`src/rtl/axi_burst_beat_gen.sv`:
```
// axi_burst_beat_gen: expands one AXI4 AX descriptor into per-beat records
// (address, byte-lane window, strobe, index, last) for FIXED/INCR/WRAP bursts,
// and flags descriptors that break the AXI burst rules.
module axi_burst_beat_gen #(
  parameter int unsigned AddrWidth = 64,
  parameter int unsigned DataWidth = 64,
  localparam int unsigned StrbWidth = DataWidth / 8,
  localparam int unsigned OffW      = $clog2(StrbWidth)
) (
  input  logic                 clk_i,
  input  logic                 rst_i,
  input  logic                 ax_valid_i,
  output logic                 ax_ready_o,
  input  logic [AddrWidth-1:0] ax_addr_i,
  input  logic [7:0]           ax_len_i,
  input  logic [2:0]           ax_size_i,
  input  logic [1:0]           ax_burst_i,
  output logic                 beat_valid_o,
  input  logic                 beat_ready_i,
  output logic [AddrWidth-1:0] beat_addr_o,
  output logic [7:0]           beat_idx_o,
  output logic [OffW-1:0]      beat_lower_o,
  output logic [OffW-1:0]      beat_upper_o,
  output logic [StrbWidth-1:0] beat_strb_o,
  output logic                 beat_last_o,
  output logic                 beat_err_o
);

  typedef enum logic {IDLE, BURST} state_t;

  localparam logic [1:0] BurstFixed = 2'b00;
  localparam logic [1:0] BurstIncr  = 2'b01;
  localparam logic [1:0] BurstWrap  = 2'b10;
  localparam logic [1:0] BurstRsvd  = 2'b11;
  localparam logic [2:0] MaxSize    = 3'(OffW);

  state_t               state_q;
  logic                 beat_valid_q;
  logic [AddrWidth-1:0] addr_q;
  logic [7:0]           idx_q;
  logic [OffW-1:0]      lower_q;
  logic [OffW-1:0]      upper_q;
  logic [StrbWidth-1:0] strb_q;
  logic                 last_q;
  logic                 err_q;

  // Latched descriptor context
  logic [7:0]           len_q;
  logic [1:0]           burst_q;
  logic [2:0]           size_q;
  logic [AddrWidth-1:0] wrap_base_q;
  logic [AddrWidth-1:0] wrap_total_q;

  logic accept;
  logic take_beat;
  logic update;

  // Descriptor decode
  logic [2:0]           in_size_eff;
  logic [AddrWidth-1:0] in_total;
  logic [AddrWidth-1:0] in_wrap_base;
  logic [AddrWidth-1:0] act_aligned;
  logic [AddrWidth-1:0] act_total;
  logic [AddrWidth-1:0] act_end;
  logic                 wrap_len_ok;
  logic                 page_cross;
  logic                 in_err;

  // Beat advance
  logic [AddrWidth-1:0] cur_nbytes;
  logic [AddrWidth-1:0] cur_inc;
  logic [AddrWidth-1:0] adv_addr;

  // Next beat record
  logic [AddrWidth-1:0] nxt_addr;
  logic [2:0]           nxt_size;
  logic                 nxt_err;
  logic [7:0]           nxt_idx;
  logic                 nxt_last;
  logic [OffW-1:0]      nxt_lower;
  logic [OffW-1:0]      nxt_upper;
  logic [OffW-1:0]      nxt_nm1;
  logic [StrbWidth-1:0] nxt_strb;

  assign ax_ready_o = (state_q == IDLE) || (beat_valid_q && beat_ready_i && last_q);
  assign accept     = ax_valid_i && ax_ready_o;
  assign take_beat  = beat_valid_q && beat_ready_i;
  assign update     = accept || (take_beat && !last_q);

  assign beat_valid_o = beat_valid_q;
  assign beat_addr_o  = addr_q;
  assign beat_idx_o   = idx_q;
  assign beat_lower_o = lower_q;
  assign beat_upper_o = upper_q;
  assign beat_strb_o  = strb_q;
  assign beat_last_o  = last_q;
  assign beat_err_o   = err_q;

  // Decode the incoming descriptor: clamped geometry and legality checks
  always_comb begin
    in_size_eff  = (ax_size_i > MaxSize) ? MaxSize : ax_size_i;
    in_total     = (AddrWidth'(ax_len_i) + AddrWidth'(1)) << in_size_eff;
    in_wrap_base = ax_addr_i & ~(in_total - AddrWidth'(1));

    act_aligned  = (ax_addr_i >> ax_size_i) << ax_size_i;
    act_total    = (AddrWidth'(ax_len_i) + AddrWidth'(1)) << ax_size_i;
    act_end      = act_aligned + act_total - AddrWidth'(1);
    page_cross   = (act_end >> 12) != (ax_addr_i >> 12);

    wrap_len_ok  = (ax_len_i == 8'd1) || (ax_len_i == 8'd3) ||
                   (ax_len_i == 8'd7) || (ax_len_i == 8'd15);

    in_err = (ax_size_i > MaxSize) ||
             (ax_burst_i == BurstRsvd) ||
             ((ax_burst_i == BurstWrap) && (!wrap_len_ok || (ax_addr_i != act_aligned))) ||
             ((ax_burst_i == BurstIncr) && page_cross);
  end

  // Incremental next-beat address from the current beat
  always_comb begin
    cur_nbytes = AddrWidth'(1) << size_q;
    cur_inc    = (addr_q & ~(cur_nbytes - AddrWidth'(1))) + cur_nbytes;
    // Wrap test is done as an offset from wrap_base so a window ending at
    // the top of the address space still wraps correctly.
    unique case (burst_q)
      BurstFixed: adv_addr = addr_q;
      BurstWrap:  adv_addr = ((cur_inc - wrap_base_q) >= wrap_total_q) ?
                             (cur_inc - wrap_total_q) : cur_inc;
      default:    adv_addr = cur_inc;
    endcase
  end

  // Select the next beat (fresh descriptor or advance) and derive its lanes
  always_comb begin
    if (accept) begin
      nxt_addr = ax_addr_i;
      nxt_size = in_size_eff;
      nxt_err  = in_err;
      nxt_idx  = 8'd0;
      nxt_last = (ax_len_i == 8'd0);
    end else begin
      nxt_addr = adv_addr;
      nxt_size = size_q;
      nxt_err  = err_q;
      nxt_idx  = idx_q + 8'd1;
      nxt_last = ((idx_q + 8'd1) == len_q);
    end
    nxt_nm1   = OffW'((AddrWidth'(1) << nxt_size) - AddrWidth'(1));
    nxt_lower = nxt_addr[OffW-1:0];
    nxt_upper = (nxt_lower & ~nxt_nm1) + nxt_nm1;
    nxt_strb  = '0;
    for (int unsigned i = 0; i < StrbWidth; i++) begin
      nxt_strb[i] = !nxt_err && (OffW'(i) >= nxt_lower) && (OffW'(i) <= nxt_upper);
    end
  end

  // Burst FSM with registered beat record
  always_ff @(posedge clk_i or posedge rst_i) begin
    if (rst_i) begin
      state_q      <= IDLE;
      beat_valid_q <= 1'b0;
      addr_q       <= '0;
      idx_q        <= '0;
      lower_q      <= '0;
      upper_q      <= '0;
      strb_q       <= '0;
      last_q       <= 1'b0;
      err_q        <= 1'b0;
      len_q        <= '0;
      burst_q      <= '0;
      size_q       <= '0;
      wrap_base_q  <= '0;
      wrap_total_q <= '0;
    end else begin
      unique case (state_q)
        IDLE:  if (accept) state_q <= BURST;
        BURST: if (take_beat && last_q && !accept) state_q <= IDLE;
        default: state_q <= IDLE;
      endcase

      if (accept) begin
        len_q        <= ax_len_i;
        burst_q      <= ax_burst_i;
        size_q       <= in_size_eff;
        wrap_base_q  <= in_wrap_base;
        wrap_total_q <= in_total;
      end

      if (update) begin
        beat_valid_q <= 1'b1;
        addr_q       <= nxt_addr;
        idx_q        <= nxt_idx;
        lower_q      <= nxt_lower;
        upper_q      <= nxt_upper;
        strb_q       <= nxt_strb;
        last_q       <= nxt_last;
        err_q        <= nxt_err;
      end else if (take_beat) begin
        beat_valid_q <= 1'b0;
      end
    end
  end

endmodule

```
`config.mk`:
```
export PLATFORM = sky130hd
export DESIGN_NAME = axi_burst_beat_gen
export DESIGN_NICKNAME = d
export VERILOG_FILES = /design/src/rtl/axi_burst_beat_gen.sv
export SDC_FILE = /design/constraint.sdc
export NUM_CORES = 1
export LEC_CHECK = 0
export BUFFER_PORTS_ARGS = -buffer_cell sky130_fd_sc_hd__clkbuf_2
export CAP_MARGIN = 10
export CORE_MARGIN = 4
export CORE_UTILIZATION = 35
export CTS_CLUSTER_DIAMETER = 60
export DETAILED_ROUTE_END_ITERATION = 8
export PLACE_DENSITY = 0.47
export SLEW_MARGIN = 20
export SYNTH_ARGS = -nofsm -noshare
export SYNTH_HDL_FRONTEND = slang
export SYNTH_SLANG_ARGS = --single-unit
```
`constraint.sdc`:
```
create_clock -name clk_i -period 9.4 [get_ports clk_i]
set_clock_uncertainty 0.15 [all_clocks]
set_input_delay 0.94 -clock clk_i [delete_from_list [all_inputs] [get_ports clk_i]]
set_output_delay 0.94 -clock clk_i [all_outputs]
set_load 0.05 [all_outputs]
```
# Yosys cells after proc, flatten, opt, wreduce, memory -nomap -nowiden
# Cells that the tools add are included.
# word_totals
register_bits	228
inputBits	81
output_inout_bits	90
word_cells	121
# classes
n_addsub	11
order_cmp	18
n_eq_ne	12
shifts	6
mux	13
bitwise	7
n_reduce_logical	40
# ops
cell	count
$sub A64 B1 Y64 const B	3
$add A64 B64 Y64	2
$and A64 B64 Y64	2
$mux W64	2
$not A64 Y64	2
$pmux W64 S2	1
$shl A64 B3 Y64	2
$sub A64 B64 Y64	2
$ge A64 B64 Y1	1
$ne A64 B64 Y1	1
$shl A1 B3 Y64 const A	1
$shl A9 B3 Y64	1
$shr A64 B3 Y64	1
$ne A52 B52 Y1	1
$logic_and A1 B1 Y1	23
$ge A3 B3 Y1 const A	4
$le A3 B3 Y1 const A	4
$add A8 B1 Y9 const B	1
$logic_or A1 B1 Y1	9
$add A8 B1 Y8 const B	1
$eq A8 B1 Y1 const B	1
$eq A8 B2 Y1 const B	1
$eq A8 B3 Y1 const B	1
$eq A8 B4 Y1 const B	1
other kinds (24)	39

# Depth between registers and ports, before layout
# depth
depth_word	14
ltp_mapped	43
ltp_nobuf	40

# Least setup slack after synthesis
# Ideal clock, no wire load.
# synth_path
kind	register to register
start	register size_q[1]
end	register strb_q[5], in the netlist beat_strb_o[5]
setup_ps	137
arrival_ps	8293
required_ps	9113
setup_slack_ps	820
stages_incl_launch_ff	44
n_path_buf	4
synth_period_minus_slack_ps	8580
path_cell_list	dfrtp_1 -> buf_4 -> buf_6 -> nand2_1 -> nor2_1 -> inv_1 -> ha_1 -> and2_1 -> ha_1 -> a41o_2 -> nor3b_1 -> o31a_1 -> clkbuf_1 -> nor2_1 -> and3_1 -> xnor2_1 -> nor2_1 -> ha_1 -> (+8 left out) -> or3_1 -> a221o_1 -> o2111ai_1 -> or4_1 -> nor4b_1 -> nand4b_1 -> nor4_1 -> nand3_1 -> nor3_1 -> clkbuf_1 -> nand3_1 -> a41o_1 -> or2_2 -> ha_1 -> nor3_1 -> a31oi_1 -> o31ai_1 -> o41ai_2
# synth_between
elab_chain_len	14
elab_cells_between_ends	21
classes_between	6 x add/sub; 3 x order compare; 2 x shift; 4 x mux; 4 x bitwise; 2 x reduce/logical
# synth_rtl
item	line	source
start, declared	50	logic [2:0] size_q;
start signal, assigned	184	size_q <= in_size_eff;
$shl A1 B3 Y64	121	cur_nbytes = AddrWidth'(1) << size_q;
$sub A64 B1 Y64	122	cur_inc = (addr_q & ~(cur_nbytes - AddrWidth'(1))) + cur_nbytes;
$not A64 Y64	122	
$and A64 B64 Y64	122	
$add A64 B64 Y64	122	
$sub A64 B64 Y64	127	BurstWrap: adv_addr = ((cur_inc - wrap_base_q) >= wrap_total_q) ?
$ge A64 B64 Y1	127	
$mux W64	127	
$pmux W64 S2	125	unique case (burst_q)
$mux W64	135	if (accept) begin
$and A3 B3 Y3	150	nxt_upper = (nxt_lower & ~nxt_nm1) + nxt_nm1;
$add A3 B3 Y3 *	150	
named net nxt_upper[1]	81	logic [OffW-1:0] nxt_upper;
$le A3 B3 Y1 *	153	nxt_strb[i] = !nxt_err && (OffW'(i) >= nxt_lower) && (OffW'(i) <= nxt_upper);
$logic_and A1 B1 Y1 *	153	
end signal, assigned	195	strb_q <= nxt_strb;
end, declared	43	logic [StrbWidth-1:0] strb_q;
# Mark *: on every way through the listed nets, which the timed path passes. The rest lies on a longest branch.
# A chain may end at the register's enable or synchronous reset.

# Worst setup path after layout
# layout_path
start	register size_q[1]
end	register addr_q[35], in the netlist beat_addr_o[35]
# layout_between
elab_chain_len	10
elab_cells_between_ends	11
classes_between	4 x add/sub; 1 x order compare; 1 x shift; 3 x mux; 2 x bitwise
# layout_rtl
item	line	source
$shl A1 B3 Y64 *	121	
$sub A64 B1 Y64	122	
$not A64 Y64	122	
$and A64 B64 Y64	122	
$add A64 B64 Y64 *	122	
$sub A64 B64 Y64	127	
$ge A64 B64 Y1	127	
$mux W64	127	
$pmux W64 S2 *	125	
$mux W64 *	135	
end signal, assigned	191	addr_q <= nxt_addr;
end, declared	39	logic [AddrWidth-1:0] addr_q;
# Mark *: on every way between the ends. The rest lies on a longest branch, timed or not.

==> results.md <==
* Top-area cell type share of the netlist area at 0.1830
* Worst slew margin at 0.2553
* Post-route insts no fill at 4410
* Die area at 74640 um^2
* Most common cell on crit path: buf_4
* NetSw at 0.006645 W
* Maximum VDD drop at 0.0002257 V
* CTS Buf Count at 17
* Top_reg_cell synth: dfrtp_1
* Layout overhead on the synthesized area at 10.11%
* DPL Wire Length at 93090 um
* Clock root buffer: clkbuf_16
* Multi-input logic area at 18530 um^2
* Antenna viol nets, final at 0
* Int Power at 0.004480 W
* CP Max Fanout at 23
* Post-synth cell types at 110
* Clk slew on worst S/H paths at 80 ps
* Synth Register Bits at 180
* Clock power share at 0.073
* Post-synth ARST share at 1.000
* Hold Path End: wrap_base_q[63]$_DFFE_PP0P_
* Antenna violations before repair at 3
* R2R setup slack at 320 ps
* Synth area leader: dfrtp_1
* Routed wire length at 114000 um
* DRC Markers at 0
* Mapped Area at 24620 um^2
* GR Util met1 at 0.4314
* DR pass1 iterations at 6
* Slew Limit Fails at 0
* Period utilization at 0.9659
* Starting DRT DRC Count at 2762
* Status: finished clean
* Vias in the first global route at 25402
* Wire per inst at 25.85 um
* Placed Area at 26270 um^2
* Yosys warns at 0
* Synth Net Count at 3698
* Slew of the pin with the lowest slew margin at 1113 ps
* Register area share after synthesis at 0.1830
* GR met3 Demand/Resource at 0.05119
* CTS Buffer Depth at 2
* RR Endpoint: beat_addr_o[35]$_DFFE_PP0P_
* Hold slack at 332.0 ps
* Nets at 3732
* Fin Setup TNS at 0 ps
* CP bufs+invs at 5
* Hold_buf cts at 0
* CTS H-tree lvls at 4
* Placed insts at 4376
* Clock sinks at 180
* Largest net degree at the start of global routing at 78
* Layout cell share with drive strength beyond 1 at 0.1167
* Die Height at 273.2 um
* Chip width at 273.2 um
* Endpoint type of the worst setup path: flip-flop
* Port bufs at 170
* Worst skew pair latency at 500 ps
* Fin. Hold Viols at 0
* Hold Crit Depth at 2
* EDFF count, synth at 0
* Min-delay src: wrap_base_q[63]$_DFFE_PP0P_
* Top Usage Layer GRT: met2
* Power per cell area at 410.4 nW/um^2
* Total grt overflow at 0
* Final Cell Area at 27110 um^2
* Max incr delay on CP at 850 ps
* Max Freq at 110.1 MHz
* Top delay family on crit path: simple AND/OR/NAND/NOR gates
* R2r worst-path depth at 32
* Met2 GRT Util at 0.4339
* Storage cell area at 4504 um^2
* Switching Share at 0.5973
* Worst hold-check path type: flip-flop to flip-flop
* Syn Inst Count at 3431
* Levels on crit path at 32
* Max-cap violations at 0
* Syn Area/Cell at 7.175 um^2
* Critical path's slowest cell: or4b_2
* Data arrival time of the critical path at 9300 ps
* Reg-to-Reg Start: size_q[1]$_DFF_PP0_
* CP startpoint kind: flip-flop
* First-pass GRT wire length at 167300 um
* CP Data Required Time at 9620 ps
* Synth top area cells: dfrtp_1 18%, ha_1 9.4%, nand2_1 6.0%
* Gpl congestion at 0.9962
* Core Area at 69190 um^2
* Ports at 171
* CTS tree: done
* Via/cell ratio at 6.160
* Critical path class: flip-flop to flip-flop
* Combinational share of power at 0.791
* Flop pwr share at 0.135
* Fillcell total at 7474
* Tmin final at 9079 ps
* Starting Density at 0.3558
* Row count at 96
* Static leakage at 11.45 nW
* Overall routing resource usage at 0.2940
* Endpoints failing setup at 0
* Via count at 27167
what timing repair did:
item                                    CTS  global route
buffers inserted                          0             1
pin swaps                                 0             4
gates resized for setup                   2            39
cloned                                    0             0
endpoints found under the setup margin    6            66
per-layer routing:
layer / part of all wire / routed length [um]
met3: 0.073 / 8288
met1: 0.47 / 53950
met5: 0 / 0
met2: 0.41 / 47200
met4: 0.040 / 4539
layout by cell type, fill, tap and decap left out, types with 22 or more instances in the layout:
master / synthesis / layout
a211oi_1: 28 / 27
a21o_1: 41 / 41
a21oi_1: 243 / 239
a31oi_1: 28 / 27
and2_1: 28 / 27
and3_1: 51 / 51
and4_1: 22 / 22
buf_4: 10 / 68
clkbuf_2: 0 / 170
dfrtp_1: 180 / 180
ha_1: 184 / 181
inv_1: 236 / 235
mux2i_1: 56 / 56
nand2_1: 396 / 395
nand2b_1: 33 / 33
nand3_1: 121 / 121
nand4_1: 91 / 91
nor2_1: 267 / 258
nor2b_1: 33 / 33
nor3_1: 91 / 86
nor4_1: 48 / 44
o211ai_1: 44 / 44
o21a_1: 38 / 38
o21ai_0: 243 / 237
o22ai_1: 43 / 43
o31ai_1: 26 / 26
or2_2: 25 / 25
or3_1: 38 / 37
xnor2_1: 132 / 130
xor2_1: 89 / 88
flip-flops by register name (all words and copies together) (netlist names):
| register | count |
|---|---|
| beat_addr_o | 61 |
| beat_err_o | 1 |
| beat_idx_o | 8 |
| beat_last_o | 1 |
| beat_lower_o | 3 |
| beat_strb_o | 8 |
| beat_upper_o | 3 |
| beat_valid_o | 1 |
| burst_q | 2 |
| len_q | 8 |
| size_q | 3 |
| state_q | 1 |
| wrap_base_q | 64 |
| wrap_total_q | 16 |
cells in the mapped netlist, types with 28 or more instances:
library cell,number
nand2_1,396
nor2_1,267
a21oi_1,243
o21ai_0,243
inv_1,236
ha_1,184
dfrtp_1,180
clkbuf_1,179
xnor2_1,132
nand3_1,121
nand4_1,91
nor3_1,91
xor2_1,89
mux2i_1,56
and3_1,51
nor4_1,48
o211ai_1,44
o22ai_1,43
a21o_1,41
o21a_1,38
or3_1,38
nand2b_1,33
nor2b_1,33
a211oi_1,28
a31oi_1,28
and2_1,28
worst min-delay path, cell delays in order (launching register included):
cell and delay [ps]:
dfrtp_1 360, nand2_1 50, nand2_1 50
cell families after synthesis:
kind of cell               count (synthesis)  share of synthesized area
and+or+nand+nor                         1344                     0.2791
AOI/OAI and AO/OA                        958                     0.2521
buffers and inverters                    459                    0.07319
xor gates and xnor gates                 223                    0.08066
adders and majority gates                186                    0.09515
DFF                                      180                     0.1830
muxes                                     79                    0.03649
other                                      2                  0.0003051
through the flow:
step / worst slack [ps] / util / power, W
floorplan: 820.5 / - / 0.007379
global placement: 102.3 / 0.3797 / 0.009965
detailed placement: -6.765 / 0.3798 / 0.009983
CTS: 69.37 / 0.3894 / 0.01087
global route: -8.376 / 0.3918 / 0.01195
finish: 320.7 / 0.3918 / 0.01113
worst max path at each step:
| stage | start | endpoint | slack, ps |
|---|---|---|---|
| 2_1_floorplan | size_q[1]$_DFF_PP0_ | beat_strb_o[5]$_DFFE_PP0P_ | 820 |
| 3_3_place_gp | size_q[0]$_DFF_PP0_ | beat_strb_o[5]$_DFFE_PP0P_ | 100 |
| 3_5_place_dp | size_q[0]$_DFF_PP0_ | beat_strb_o[5]$_DFFE_PP0P_ | -7 |
| 4_1_cts | size_q[1]$_DFF_PP0_ | beat_strb_o[5]$_DFFE_PP0P_ | 70 |
| 5_1_grt | size_q[1]$_DFF_PP0_ | beat_strb_o[5]$_DFFE_PP0P_ | -8 |
| 6_report | size_q[1]$_DFF_PP0_ | beat_addr_o[35]$_DFFE_PP0P_ | 320 |
area by class of cell:
cell class,instances,share of cell area
antenna,1,0.00009231
clock buffer,17,0.01569
inverter,236,0.03296
clock inverter,15,0.008308
sequential,180,0.1662
tap,931,0.04297
multi-input combinational,2792,0.6836
timing repair buffer,238,0.05022
power by group through the flow:
stage                     Clock (W)  Combinational [W]  Sequential (W)
final                      0.000815            0.00880         0.00150
after global routing       0.000862            0.00955         0.00154
after CTS                  0.000834            0.00854         0.00149
after detailed placement          0            0.00848         0.00150
after global placement            0            0.00847         0.00150
after floorplan                   0            0.00549         0.00189
Power figures use the tool's default switching activity.
